[src/rtl/resonator_pkg.sv]
// Shared status codes and FSM encodings for the resonator factor-extraction path.
package resonator_pkg;

    typedef enum logic [1:0] {
        STATUS_OK         = 2'b00,
        STATUS_ODD_PERIOD = 2'b01,
        STATUS_TRIVIAL    = 2'b10,
        STATUS_ABORT      = 2'b11
    } fx_status_e;

    typedef enum logic [2:0] {
        FX_IDLE  = 3'd0,
        FX_POW   = 3'd1,
        FX_GCD_P = 3'd2,
        FX_GCD_Q = 3'd3,
        FX_DONE  = 3'd4
    } fx_state_e;

    // Extra ledger bits beyond the operand width.
    localparam int MU_EXTRA_BITS = 4;

endpackage

[src/rtl/gcd_engine.sv]
// Subtractive GCD, one subtraction per cycle; start reloads even while busy.
// Gives up with timeout_o once 2^WIDTH busy cycles pass without converging.
module gcd_engine
    import resonator_pkg::*;
#(
    parameter int WIDTH = 4
) (
    input  logic             clk,
    input  logic             reset,
    input  logic             start_i,
    input  logic [WIDTH-1:0] a_i,
    input  logic [WIDTH-1:0] b_i,
    output logic             busy_o,
    output logic             done_o,
    output logic             timeout_o,
    output logic [WIDTH-1:0] result_o
);
    localparam logic [WIDTH-1:0] ZERO_W = {WIDTH{1'b0}};
    localparam logic [WIDTH-1:0] ONE_W  = WIDTH'(1);

    logic             busy_q;
    logic [WIDTH-1:0] a_q, b_q, cnt_q;
    logic             term_s, last_s;

    // Termination and bound detection from the current operand pair.
    always_comb begin
        term_s    = (a_q == b_q) || (a_q == ZERO_W) || (b_q == ZERO_W);
        last_s    = (cnt_q == {WIDTH{1'b1}});
        done_o    = busy_q && (term_s || last_s);
        timeout_o = busy_q && !term_s && last_s;
        result_o  = (a_q == ZERO_W) ? b_q : a_q;
        busy_o    = busy_q;
    end

    // Operand load and one subtraction step per busy cycle.
    always_ff @(posedge clk) begin
        if (reset) begin
            busy_q <= 1'b0;
            a_q    <= ZERO_W;
            b_q    <= ZERO_W;
            cnt_q  <= ZERO_W;
        end else if (start_i) begin
            busy_q <= 1'b1;
            a_q    <= a_i;
            b_q    <= b_i;
            cnt_q  <= ZERO_W;
        end else if (busy_q) begin
            if (term_s || last_s) begin
                busy_q <= 1'b0;
            end else begin
                if (a_q > b_q) begin
                    a_q <= a_q - b_q;
                end else begin
                    b_q <= b_q - a_q;
                end
                cnt_q <= cnt_q + ONE_W;
            end
        end else begin
            busy_q <= 1'b0;
        end
    end

endmodule

[src/rtl/factor_extractor.sv]
// Turns a period r of a mod N into factors gcd(a^(r/2) -/+ 1, N).
// Busy-cycle ledger on mu_cycles only when THIELE_FX_MU_LEDGER_EN is defined.
module factor_extractor
    import resonator_pkg::*;
#(
    parameter int WIDTH = 4
) (
    input  logic                            clk,
    input  logic                            reset,
    input  logic                            in_valid,
    output logic                            in_ready,
    input  logic [WIDTH-1:0]                modulus,
    input  logic [WIDTH-1:0]                base,
    input  logic [WIDTH-1:0]                period,
    input  logic                            in_stuck,
    output logic                            out_valid,
    input  logic                            out_ready,
    output logic [WIDTH-1:0]                factor_p,
    output logic [WIDTH-1:0]                factor_q,
    output logic [1:0]                      status,
    output logic [WIDTH+MU_EXTRA_BITS-1:0]  mu_cycles
);
    localparam int               CW       = $clog2(WIDTH + 1);
    localparam logic [WIDTH-1:0] ZERO_W   = {WIDTH{1'b0}};
    localparam logic [WIDTH-1:0] ONE_W    = WIDTH'(1);
    localparam logic [CW-1:0]    ONE_C    = CW'(1);
    localparam logic [CW-1:0]    LAST_POW = CW'(WIDTH - 1);

    fx_state_e        state_q;
    fx_status_e       status_q;
    logic             in_ready_q, out_valid_q;
    logic [WIDTH-1:0] n_q, base_q, acc_q, exp_q, p_q, factor_p_q, factor_q_q;
    logic [CW-1:0]    pow_cnt_q;

    logic [2*WIDTH-1:0] n_wide_s, acc_prod_s, base_prod_s;
    logic [WIDTH-1:0]   acc_next_s, base_next_s, x_dec_s, x_inc_s, gcd_a_s, gcd_result_s;
    logic               pow_last_s, trivial_s;
    logic               gcd_start_s, gcd_busy_s, gcd_done_s, gcd_timeout_s;

    // Square-and-multiply step at double width; x-1 and x+1 are taken mod N.
    always_comb begin
        n_wide_s    = {{WIDTH{1'b0}}, n_q};
        acc_prod_s  = {{WIDTH{1'b0}}, acc_q} * {{WIDTH{1'b0}}, base_q};
        base_prod_s = {{WIDTH{1'b0}}, base_q} * {{WIDTH{1'b0}}, base_q};
        acc_next_s  = exp_q[0] ? WIDTH'(acc_prod_s % n_wide_s) : acc_q;
        base_next_s = WIDTH'(base_prod_s % n_wide_s);
        pow_last_s  = (pow_cnt_q == LAST_POW);
        trivial_s   = (acc_next_s == ONE_W) || (acc_next_s == n_q - ONE_W);
        x_dec_s     = (acc_next_s == ZERO_W) ? n_q - ONE_W : acc_next_s - ONE_W;
        x_inc_s     = (acc_q + ONE_W == n_q) ? ZERO_W : acc_q + ONE_W;
    end

    // One engine serves both GCDs; it is started on the edge entering each GCD state.
    always_comb begin
        gcd_start_s = 1'b0;
        gcd_a_s     = x_dec_s;
        if (state_q == FX_POW && pow_last_s && !trivial_s) begin
            gcd_start_s = 1'b1;
        end else if (state_q == FX_GCD_P && gcd_done_s && !gcd_timeout_s) begin
            gcd_start_s = 1'b1;
            gcd_a_s     = x_inc_s;
        end else begin
            gcd_start_s = 1'b0;
        end
    end

    gcd_engine #(.WIDTH(WIDTH)) u_gcd (
        .clk       (clk),
        .reset     (reset),
        .start_i   (gcd_start_s),
        .a_i       (gcd_a_s),
        .b_i       (n_q),
        .busy_o    (gcd_busy_s),
        .done_o    (gcd_done_s),
        .timeout_o (gcd_timeout_s),
        .result_o  (gcd_result_s)
    );

    // Control FSM with registered handshake and result outputs.
    always_ff @(posedge clk) begin
        if (reset) begin
            state_q     <= FX_IDLE;
            status_q    <= STATUS_OK;
            in_ready_q  <= 1'b1;
            out_valid_q <= 1'b0;
            n_q         <= ZERO_W;
            base_q      <= ZERO_W;
            acc_q       <= ZERO_W;
            exp_q       <= ZERO_W;
            p_q         <= ZERO_W;
            factor_p_q  <= ZERO_W;
            factor_q_q  <= ZERO_W;
            pow_cnt_q   <= {CW{1'b0}};
        end else begin
            case (state_q)
                FX_IDLE: begin
                    if (in_valid) begin
                        n_q        <= modulus;
                        base_q     <= base;
                        acc_q      <= ONE_W;
                        exp_q      <= period >> 1;
                        pow_cnt_q  <= {CW{1'b0}};
                        in_ready_q <= 1'b0;
                        factor_p_q <= ZERO_W;
                        factor_q_q <= ZERO_W;
                        if (in_stuck || period == ZERO_W || modulus <= ONE_W) begin
                            status_q    <= STATUS_ABORT;
                            out_valid_q <= 1'b1;
                            state_q     <= FX_DONE;
                        end else if (period[0]) begin
                            status_q    <= STATUS_ODD_PERIOD;
                            out_valid_q <= 1'b1;
                            state_q     <= FX_DONE;
                        end else begin
                            state_q <= FX_POW;
                        end
                    end
                end
                FX_POW: begin
                    acc_q     <= acc_next_s;
                    base_q    <= base_next_s;
                    exp_q     <= exp_q >> 1;
                    pow_cnt_q <= pow_cnt_q + ONE_C;
                    if (pow_last_s) begin
                        if (trivial_s) begin
                            status_q    <= STATUS_TRIVIAL;
                            out_valid_q <= 1'b1;
                            state_q     <= FX_DONE;
                        end else begin
                            state_q <= FX_GCD_P;
                        end
                    end
                end
                FX_GCD_P: begin
                    if (gcd_timeout_s || !gcd_busy_s) begin
                        status_q    <= STATUS_ABORT;
                        out_valid_q <= 1'b1;
                        state_q     <= FX_DONE;
                    end else if (gcd_done_s) begin
                        p_q     <= gcd_result_s;
                        state_q <= FX_GCD_Q;
                    end
                end
                FX_GCD_Q: begin
                    if (gcd_timeout_s || !gcd_busy_s) begin
                        status_q    <= STATUS_ABORT;
                        out_valid_q <= 1'b1;
                        state_q     <= FX_DONE;
                    end else if (gcd_done_s) begin
                        out_valid_q <= 1'b1;
                        state_q     <= FX_DONE;
                        if (p_q == ONE_W || p_q == n_q) begin
                            status_q <= STATUS_TRIVIAL;
                        end else begin
                            status_q   <= STATUS_OK;
                            factor_p_q <= p_q;
                            factor_q_q <= gcd_result_s;
                        end
                    end
                end
                FX_DONE: begin
                    if (out_ready) begin
                        out_valid_q <= 1'b0;
                        in_ready_q  <= 1'b1;
                        state_q     <= FX_IDLE;
                    end
                end
                default: begin
                    out_valid_q <= 1'b0;
                    in_ready_q  <= 1'b1;
                    state_q     <= FX_IDLE;
                end
            endcase
        end
    end

    assign in_ready  = in_ready_q;
    assign out_valid = out_valid_q;
    assign factor_p  = factor_p_q;
    assign factor_q  = factor_q_q;
    assign status    = status_q;

`ifdef THIELE_FX_MU_LEDGER_EN
    logic [WIDTH+MU_EXTRA_BITS-1:0] mu_q;

    // Saturating count of non-IDLE cycles, restarted by every accept.
    always_ff @(posedge clk) begin
        if (reset) begin
            mu_q <= {(WIDTH+MU_EXTRA_BITS){1'b0}};
        end else if (state_q == FX_IDLE && in_valid) begin
            mu_q <= {(WIDTH+MU_EXTRA_BITS){1'b0}};
        end else if (state_q != FX_IDLE && mu_q != {(WIDTH+MU_EXTRA_BITS){1'b1}}) begin
            mu_q <= mu_q + (WIDTH+MU_EXTRA_BITS)'(1);
        end else begin
            mu_q <= mu_q;
        end
    end

    assign mu_cycles = mu_q;
`else
    assign mu_cycles = {(WIDTH+MU_EXTRA_BITS){1'b0}};
`endif

endmodule

[config.mk]
export PLATFORM = sky130hd
export DESIGN_NAME = factor_extractor
export DESIGN_NICKNAME = d
export VERILOG_FILES = /design/src/rtl/resonator_pkg.sv /design/src/rtl/gcd_engine.sv /design/src/rtl/factor_extractor.sv
export SDC_FILE = /design/constraint.sdc
export NUM_CORES = 1
export LEC_CHECK = 0
export CORE_MARGIN = 4
export CORE_UTILIZATION = 56
export DETAILED_ROUTE_END_ITERATION = 7
export MAX_ROUTING_LAYER = met4
export PLACE_DENSITY = 0.79
export REMOVE_ABC_BUFFERS = 1
export SYNTH_ARGS = -nofsm -noshare
export SYNTH_HDL_FRONTEND = slang
export SYNTH_SLANG_ARGS = --single-unit
[constraint.sdc]
create_clock -name clk -period 14.4 [get_ports clk]
set_input_delay 3.6 -clock clk [delete_from_list [all_inputs] [get_ports clk]]
set_output_delay 3.6 -clock clk [all_outputs]
set_load 0.03 [all_outputs]
==> results of run 1 <==
[layout make-up]
class,instances,area share [%]
multi-input combinational,720,70.7
sequential,50,12.8
tap,143,2.29
timing repair buffer,90,9.69
clock buffer,6,1.78
inverter,53,2.55
clock inverter,2,0.160
[Yosys cell counts (all sizes together) (4+ instances only)]
cell    number
ha          84
nor2        83
nand2       67
a21oi       63
inv         53
dfxtp       50
o21ai       42
nor3        40
clkbuf      26
o21a        26
xnor2       23
mux2i       22
and2        21
nand3       16
nor2b       15
a211oi      14
buf         14
nand2b      14
xor2        14
or3         13
a31oi       11
mux2        11
fa          10
a21o         9
nand4        8
nor4b        7
o21bai       7
and3         6
nor4         6
or4          5
a21boi       4
a311oi       4
o211ai       4
or3b         4
[cells in the final DEF (no fill, tap or decap), types with 25 or more instances in the layout]
| cell | instances |
|---|---|
| nor2_1 | 79 |
| o21ai_0 | 34 |
| ha_1 | 73 |
| a21oi_1 | 58 |
| nand2_1 | 67 |
| dfxtp_1 | 50 |
| nor3_1 | 36 |
| clkdlybuf4s50_1 | 28 |
| o21a_1 | 25 |
| inv_1 | 52 |
| buf_4 | 59 |
[worst max-delay path, delay by kind of cell, from the launching register on]
kind | cells | cell delay, ps
buffers and inverters | 4 | 620
adders and majority gates | 11 | 3620
AOI/OAI and AO/OA | 26 | 4380
xor gates and xnor gates | 1 | 150
DFF | 1 | 310
muxes | 3 | 900
and+or+nand+nor | 17 | 3840
[worst max path at each step]
stage	from	endpoint	slack [ps]	cells after the start
2_1_floorplan	base_q[1]$_SDFFE_PP0P_	u_gcd.a_q[3]$_SDFFE_PP0P_	-660	63
3_3_place_gp	base_q[1]$_SDFFE_PP0P_	u_gcd.a_q[0]$_SDFFE_PP0P_	-50	65
3_5_place_dp	base_q[1]$_SDFFE_PP0P_	u_gcd.a_q[0]$_SDFFE_PP0P_	-600	65
4_1_cts	base_q[1]$_SDFFE_PP0P_	u_gcd.b_q[0]$_SDFFE_PP0P_	20	65
5_1_grt	base_q[2]$_SDFFE_PP0P_	u_gcd.b_q[0]$_SDFFE_PP0P_	-220	67
6_report	base_q[2]$_SDFFE_PP0P_	u_gcd.a_q[1]$_SDFFE_PP0P_	470	62
[flip-flops by register name (all words and copies together) (netlist names), 2 cells and up, named ones only]
signal	cells
acc_q	4
base_q	3
exp_q	3
factor_p	4
factor_q	4
n_q	4
p_q	4
pow_cnt_q	3
state_q	3
status	2
u_gcd.a_q	4
u_gcd.b_q	4
u_gcd.cnt_q	4
[repair_timing]
| item | 4_1_cts | 5_1_grt |
|---|---|---|
| gates resized for setup | 15 | 64 |
| setup endpoints to repair | 18 | 25 |
| pin swaps | 12 | 34 |
| setup buffers | 8 | 10 |
[metal layers]
layer	GRT usage, %	share of wire [%]	routed length, microns	up-vias
met4	6.03	1.9	331	0
li1	-	-	-	3229
met3	4.02	5.4	955	25
met1	33.6	45	7980	3083
met5	-	0	0	-
met2	41.7	47	8300	181
[cell families (layout without fill, tap and decap cells)]
logic type | Yosys count | count (layout) | share of synthesized area [%]
and+or+nand+nor | 320 | 320 | 25.1
AOI/OAI and AO/OA | 228 | 228 | 23.9
adders and majority gates | 94 | 94 | 19.2
buffers and inverters | 93 | 151 | 6.20
DFF | 50 | 50 | 15.4
xor gates and xnor gates | 37 | 37 | 4.97
muxes | 33 | 33 | 5.28
other | 1 | 8 | 0.0575
[metrics by stage]
stage          cells  area (sq um)  utilization, %
2_1_floorplan    823          6340               -
3_3_place_gp    1038          7130            62.4
3_5_place_dp    1038          7130            62.4
4_1_cts         1054          7400            64.8
5_1_grt         1064          7820            68.4
6_report        1064          7820            68.4
==> summary.md, run 1 <==
| Metric | Value |
|---|---|
| R2r setup slk | 470 ps |
| Max Cap Viol | 0 |
| Drt first pass iters | 5 |
| Full die area | 13400 sq um |
| Synth area leaders | ha_1 (16%), dfxtp_1 (15%), nor2_1 (4.8%) |
| Clock root cell | clkbuf_16 |
| Status | finished, final reports clean |
| DPL Wire Length | 12.5 mm |
| R2r worst-path depth | 62 |
| Initial antenna violation count | 0 |
| Row count | 39 |
| Iteration-0 DRC Markers | 552 |
| Drt wl/cell | 16.5 microns |
| Vias/cell | 6.13 |
| WP data required | 14580 ps |
| Yosys cell types | 82 |
| Fillers | 919 |
| Fmax | 71.8 MHz |
| Cts hold-fix bufs | 0 |
| Congestion Overflow GR | 0 |
| First-pass GRT wire length | 27.8 mm |
| Crit-path slowest cell | fa_1 |
| Arrival time worst endpoint | 14110 ps |
| CTS buffer count | 5 |
| Hold Crit Class | reg2reg |
| Minimum clock period | 13930 ps |
| Area Overhead vs Synth | 19.9% |
| Vias | 6518 |
| Die height | 116 microns |
| N_diodes | 0 |
| CTS tree | built |
| Seq/Total Area, Yosys | 15.4% |
| H-Tree Depth | 2 |
| Ys Warns | 0 |
| Routed Antenna Nets | 0 |
| Critical path class | reg2reg |
| Largest net degree at the start of global routing | 48 |
| Clock Tree Buf Depth | 2 |
| Setup crit end kind | register |
| Pre-CTS setup slack | -604 ps |
| Post-synthesis instance area | 6520 sq um |
| Reg-to-reg startpoint | base_q[2]$_SDFFE_PP0P_ |
| Hold Path Origin | factor_q[3]$_SDFFE_PP0P_ |
| Gr usage total | 25.7% |
| Startpoint types | register |
| Top FF cell, synth | dfxtp_1 |
| Critical path fanouts, max | 7 |
| Setup_tns | 0 ps |
| CP most frequent cell | buf_4 |
| # setup viols final | 0 |
| Vias in the first global route | 6064 |
| Hold Crit Endpoint | factor_q[3]$_SDFFE_PP0P_ |
| Slowest Stage Delay on Critical Path | 560 ps |
| IO Count | 37 |
| Fin Hold WS | 451 ps |
| Post-synth top area share | 16.1% |
| Fraction of layout cells with a size suffix above 1 | 16.7% |
| Relative slew slack | 21.1% |
| Max Clock Skew | 4.10 ps |
| Wirelength, routed | 17.6 mm |
| Slew Viols, Final | 0 |
| Final WS setup | 467 ps |
| Syn Area/Cell | 7.62 sq um |
| Multi-input gate area | 5530 sq um |
| WHS Path Cells | 2 |
| Final Wtd Congestion | 0.890 |
| Yosys top cell by area | ha_1 |
| Final-stage net count | 1031 |
| Synth async-reset ratio | 0% |
| EDFF count, synth | 0 |
| Reg-to-reg endpoint | u_gcd.a_q[1]$_SDFFE_PP0P_ |
| Clock-pin slew on the worst setup and hold paths | 70 ps |
| Part of the cycle the worst path needs | 96.8% |
| Syn Inst Count | 856 |
| Core ar. | 11400 sq um |
| Residual DRC | 0 |
| #FFs+latches synth | 50 |
| Sink Count | 50 |
| Final hold violations | 0 |
| Initial core utilization | 57.1% |
| Storage element area | 1000 sq um |
| Worst-Margin Slew | 1180 ps |
| Clock latency on the worst-skew pair | 290 ps |
| Die width | 116 microns |
| IO Port Bufs | 28 |
Power of run 1 is left out: the tool's default activity adds up to more than one toggle a clock period on the data nets, which glitch-free logic cannot reach.
==> run 2: changes to the inputs <==
--- a/config.mk
+++ b/config.mk
@@ -13,4 +13,5 @@
 export REMOVE_ABC_BUFFERS = 1
 export SYNTH_ARGS = -nofsm -noshare
 export SYNTH_HDL_FRONTEND = slang
+export SYNTH_HIERARCHICAL = 1
 export SYNTH_SLANG_ARGS = --single-unit
==> summary.md, run 2 <==
| Metric | Value |
|---|---|
| Status | finished, final reports clean |
| Vias in the first global route | 6453 (+6.4%) |
| Critical path fanouts, max | 6 (-1) |
| Seq/Total Area, Yosys | 15.0% (-0.36 points) |
| Vias | 6764 (+3.8%) |
| Core ar. | 11600 sq um (+1.3%) |
| Setup crit end kind | register |
| Most frequent cells in the layout | nor2_1 (76), ha_1 (75), buf_4 (70) |
| R2r worst-path depth | 68 (+9.7%) |
| DPL Wire Length | 12.9 mm (+2.6%) |
| Most common cell after layout, fill and taps aside | nor2_1 |
| Minimum clock period | 14080 ps (+149 ps) |
| Cts hold-fix bufs | 0 (unchanged) |
| Gr usage total | 26.0% (+0.36 points) |
| CTS buffer count | 5 (unchanged) |
| Wirelength, routed | 18.3 mm (+4.0%) |
| Residual DRC | 0 (unchanged) |
| Syn Area/Cell | 7.81 sq um (+2.5%) |
| Post-synth top area share | 15.7% (-0.37 points) |
| Final hold violations | 0 (unchanged) |
| Hold Crit Class | reg2reg |
| Multi-input gate area | 5690 sq um (+3.0%) |
| Yosys cell types | 94 (+15%) |
| WP data required | 14610 ps (+30 ps) |
| Max Cap Viol | 0 (unchanged) |
| Storage element area | 1000 sq um (+0.12%) |
| Slowest Stage Delay on Critical Path | 570 ps (about the same) |
| H-Tree Depth | 2 (unchanged) |
| Crit-path slowest cell | fa_1 |
| Arrival time worst endpoint | 14300 ps (+190 ps) |
| DP Cell Count | 1041 (+0.29%) |
| Commonest cells post-synth | ha_1 (84), nor2_1 (77), nand2_1 (70) |
| WHS Path Cells | 2 (unchanged) |
| Drt wl/cell | 16.9 microns (+2.6%) |
| Synth area leaders | ha_1 (16%), dfxtp_1 (15%), nor2_1 (4.3%) |
| Clock root cell | clkbuf_16 |
| Startpoint types | register |
| # setup viols final | 0 (unchanged) |
| Ys Warns | 6 (+6) |
| EDFF count, synth | 0 (unchanged) |
| N_diodes | 0 (unchanged) |
| Critical path class | reg2reg |
| #FFs+latches synth | 50 (unchanged) |
| Relative slew slack | 42.4% (+21 points) |
| Sink Count | 50 (unchanged) |
| Clock latency on the worst-skew pair | 300 ps (about the same) |
| Final cell utilization of the core | 70.1% (+1.6 points) |
| Finished Cell Area | 8100 sq um (+3.7%) |
| Congestion Overflow GR | 0 (unchanged) |
| Fillers | 915 (-0.44%) |
| Syn Inst Count | 855 (-0.12%) |
| CTS tree | built |
| Vias/cell | 6.27 (+2.3%) |
| Drt first pass iters | 5 (unchanged) |
| Clock Tree Buf Depth | 2 (unchanged) |
| IO Port Bufs | 28 (unchanged) |
| Die height | 117 microns (+1.1%) |
| Area Overhead vs Synth | 21.4% |
| Final-stage net count | 1045 (+1.4%) |
| Die width | 117 microns (+1.1%) |
| Initial antenna violation count | 0 (unchanged) |
| Largest net degree at the start of global routing | 57 (+19%) |
| Dpl cell area | 7310 sq um (+2.5%) |
| Max Clock Skew | 5.19 ps (+1.09 ps) |
| Final std cells w/o fill | 1079 (+1.4%) |
| Full die area | 13700 sq um (+2.2%) |
| Part of the cycle the worst path needs | 97.8% (+1.0 points) |
| Synth async-reset ratio | 0% (unchanged) |
| Clock-pin slew on the worst setup and hold paths | 70 ps (about the same) |
| IO Count | 37 (unchanged) |
| First-pass GRT wire length | 28.8 mm (+3.9%) |
| Initial core utilization | 57.7% (+0.62 points) |
| Top FF cell, synth | dfxtp_1 |
| Routed Antenna Nets | 0 (unchanged) |
| Fmax | 71.0 MHz (-1.1%) |
| Final Wtd Congestion | 0.993 (+12%) |
| Slew Viols, Final | 0 (unchanged) |
| Row count | 39 (unchanged) |
| RSZ-0062 raised after global routing | true |
| Most numerous cell in the Yosys netlist | ha_1 |
| Fraction of layout cells with a size suffix above 1 | 19.2% (+2.5 points) |
| Worst-Margin Slew | 861 ps (-320 ps) |
| Iteration-0 DRC Markers | 397 (-28%) |
| Post-synthesis instance area | 6670 sq um (+2.4%) |
| Yosys top cell by area | ha_1 |
-- run 2: cell count changes in the layout (fill, tap and decap cells not counted), moves of 8 or more --
cell | before | now
a21oi_1 | 58 | 42
buf_4 | 59 | 70
inv_1 | 52 | 41
o21ai_0 | 34 | 25
and3_1 | 5 | 13
mux2i_1 | 18 | 10
-- run 2: logic make-up (layout without fill, tap and decap cells) --
| logic type | after synthesis | after routing | synth area share, % |
|---|---|---|---|
| flops | 50 | 50 | 15.0 |
| mux | 25 | 25 | 4.12 |
| xor+xnor | 35 | 35 | 4.59 |
| fa+ha+maj | 93 | 93 | 18.4 |
| simple gates | 332 | 332 | 26.5 |
| compound gates | 240 | 241 | 26.1 |
| buf+inv | 79 | 152 | 5.21 |
| other cells | 1 | 8 | 0.0562 |
-- run 2: through the flow --
step	hold slack (ps)	worst slack (ps)	setup TNS [ps]
after floorplan	454	-680	-4350
after global placement	465	23.1	0
after detailed placement	473	-432	-3720
after CTS	489	0.529	0
after global routing	508	-269	-1860
final	487	318	0
-- run 2: layer usage --
| metal | wire length (microns) | track usage (%) |
|---|---|---|
| met3 | 823 | 2.31 |
| met2 | 9160 | 46.0 |
| met1 | 7900 | 31.2 |
| met5 | 0 | - |
| met4 | 391 | 8.10 |
-- run 2: final cells by class --
class,instances,area share (%)
flip-flops and latches,50,12.4
well taps,143,2.21
multi-input cells,734,70.3
clock inverters,2,0.741
repair buffers,103,10.8
clock buffers,6,1.71
inverters,41,1.90
-- run 2: timing repair --
| item | in CTS | in global routing |
|---|---|---|
| pin swaps | 6 | 39 |
| setup endpoints to repair | 15 | 18 |
| setup buffers | 3 | 25 |
| gates cloned | 1 | 1 |
| resized for setup | 17 | 55 |
-- run 2: worst paths after layout --
path	start	end	slack, ps
worst max-delay path	base_q[2]$_SDFFE_PP0P_	u_gcd/a_q[2]$_SDFFE_PP0P_	320
worst min-delay path	pow_cnt_q[2]$_SDFFE_PP0P_	pow_cnt_q[2]$_SDFFE_PP0P_	490
worst max register to register	base_q[2]$_SDFFE_PP0P_	u_gcd/a_q[2]$_SDFFE_PP0P_	320
worst min register to register	pow_cnt_q[2]$_SDFFE_PP0P_	pow_cnt_q[2]$_SDFFE_PP0P_	490
-- run 2: critical path, delay by kind of cell (launching register included) --
family / cells / cell delay (ps)
AOI/OAI and AO/OA: 30 / 5120
xor gates and xnor gates: 1 / 100
adders and majority gates: 11 / 3220
buffers and inverters: 1 / 170
DFF: 1 / 330
muxes: 1 / 290
and+or+nand+nor: 24 / 4720
Power of run 2 is left out for the same reason.
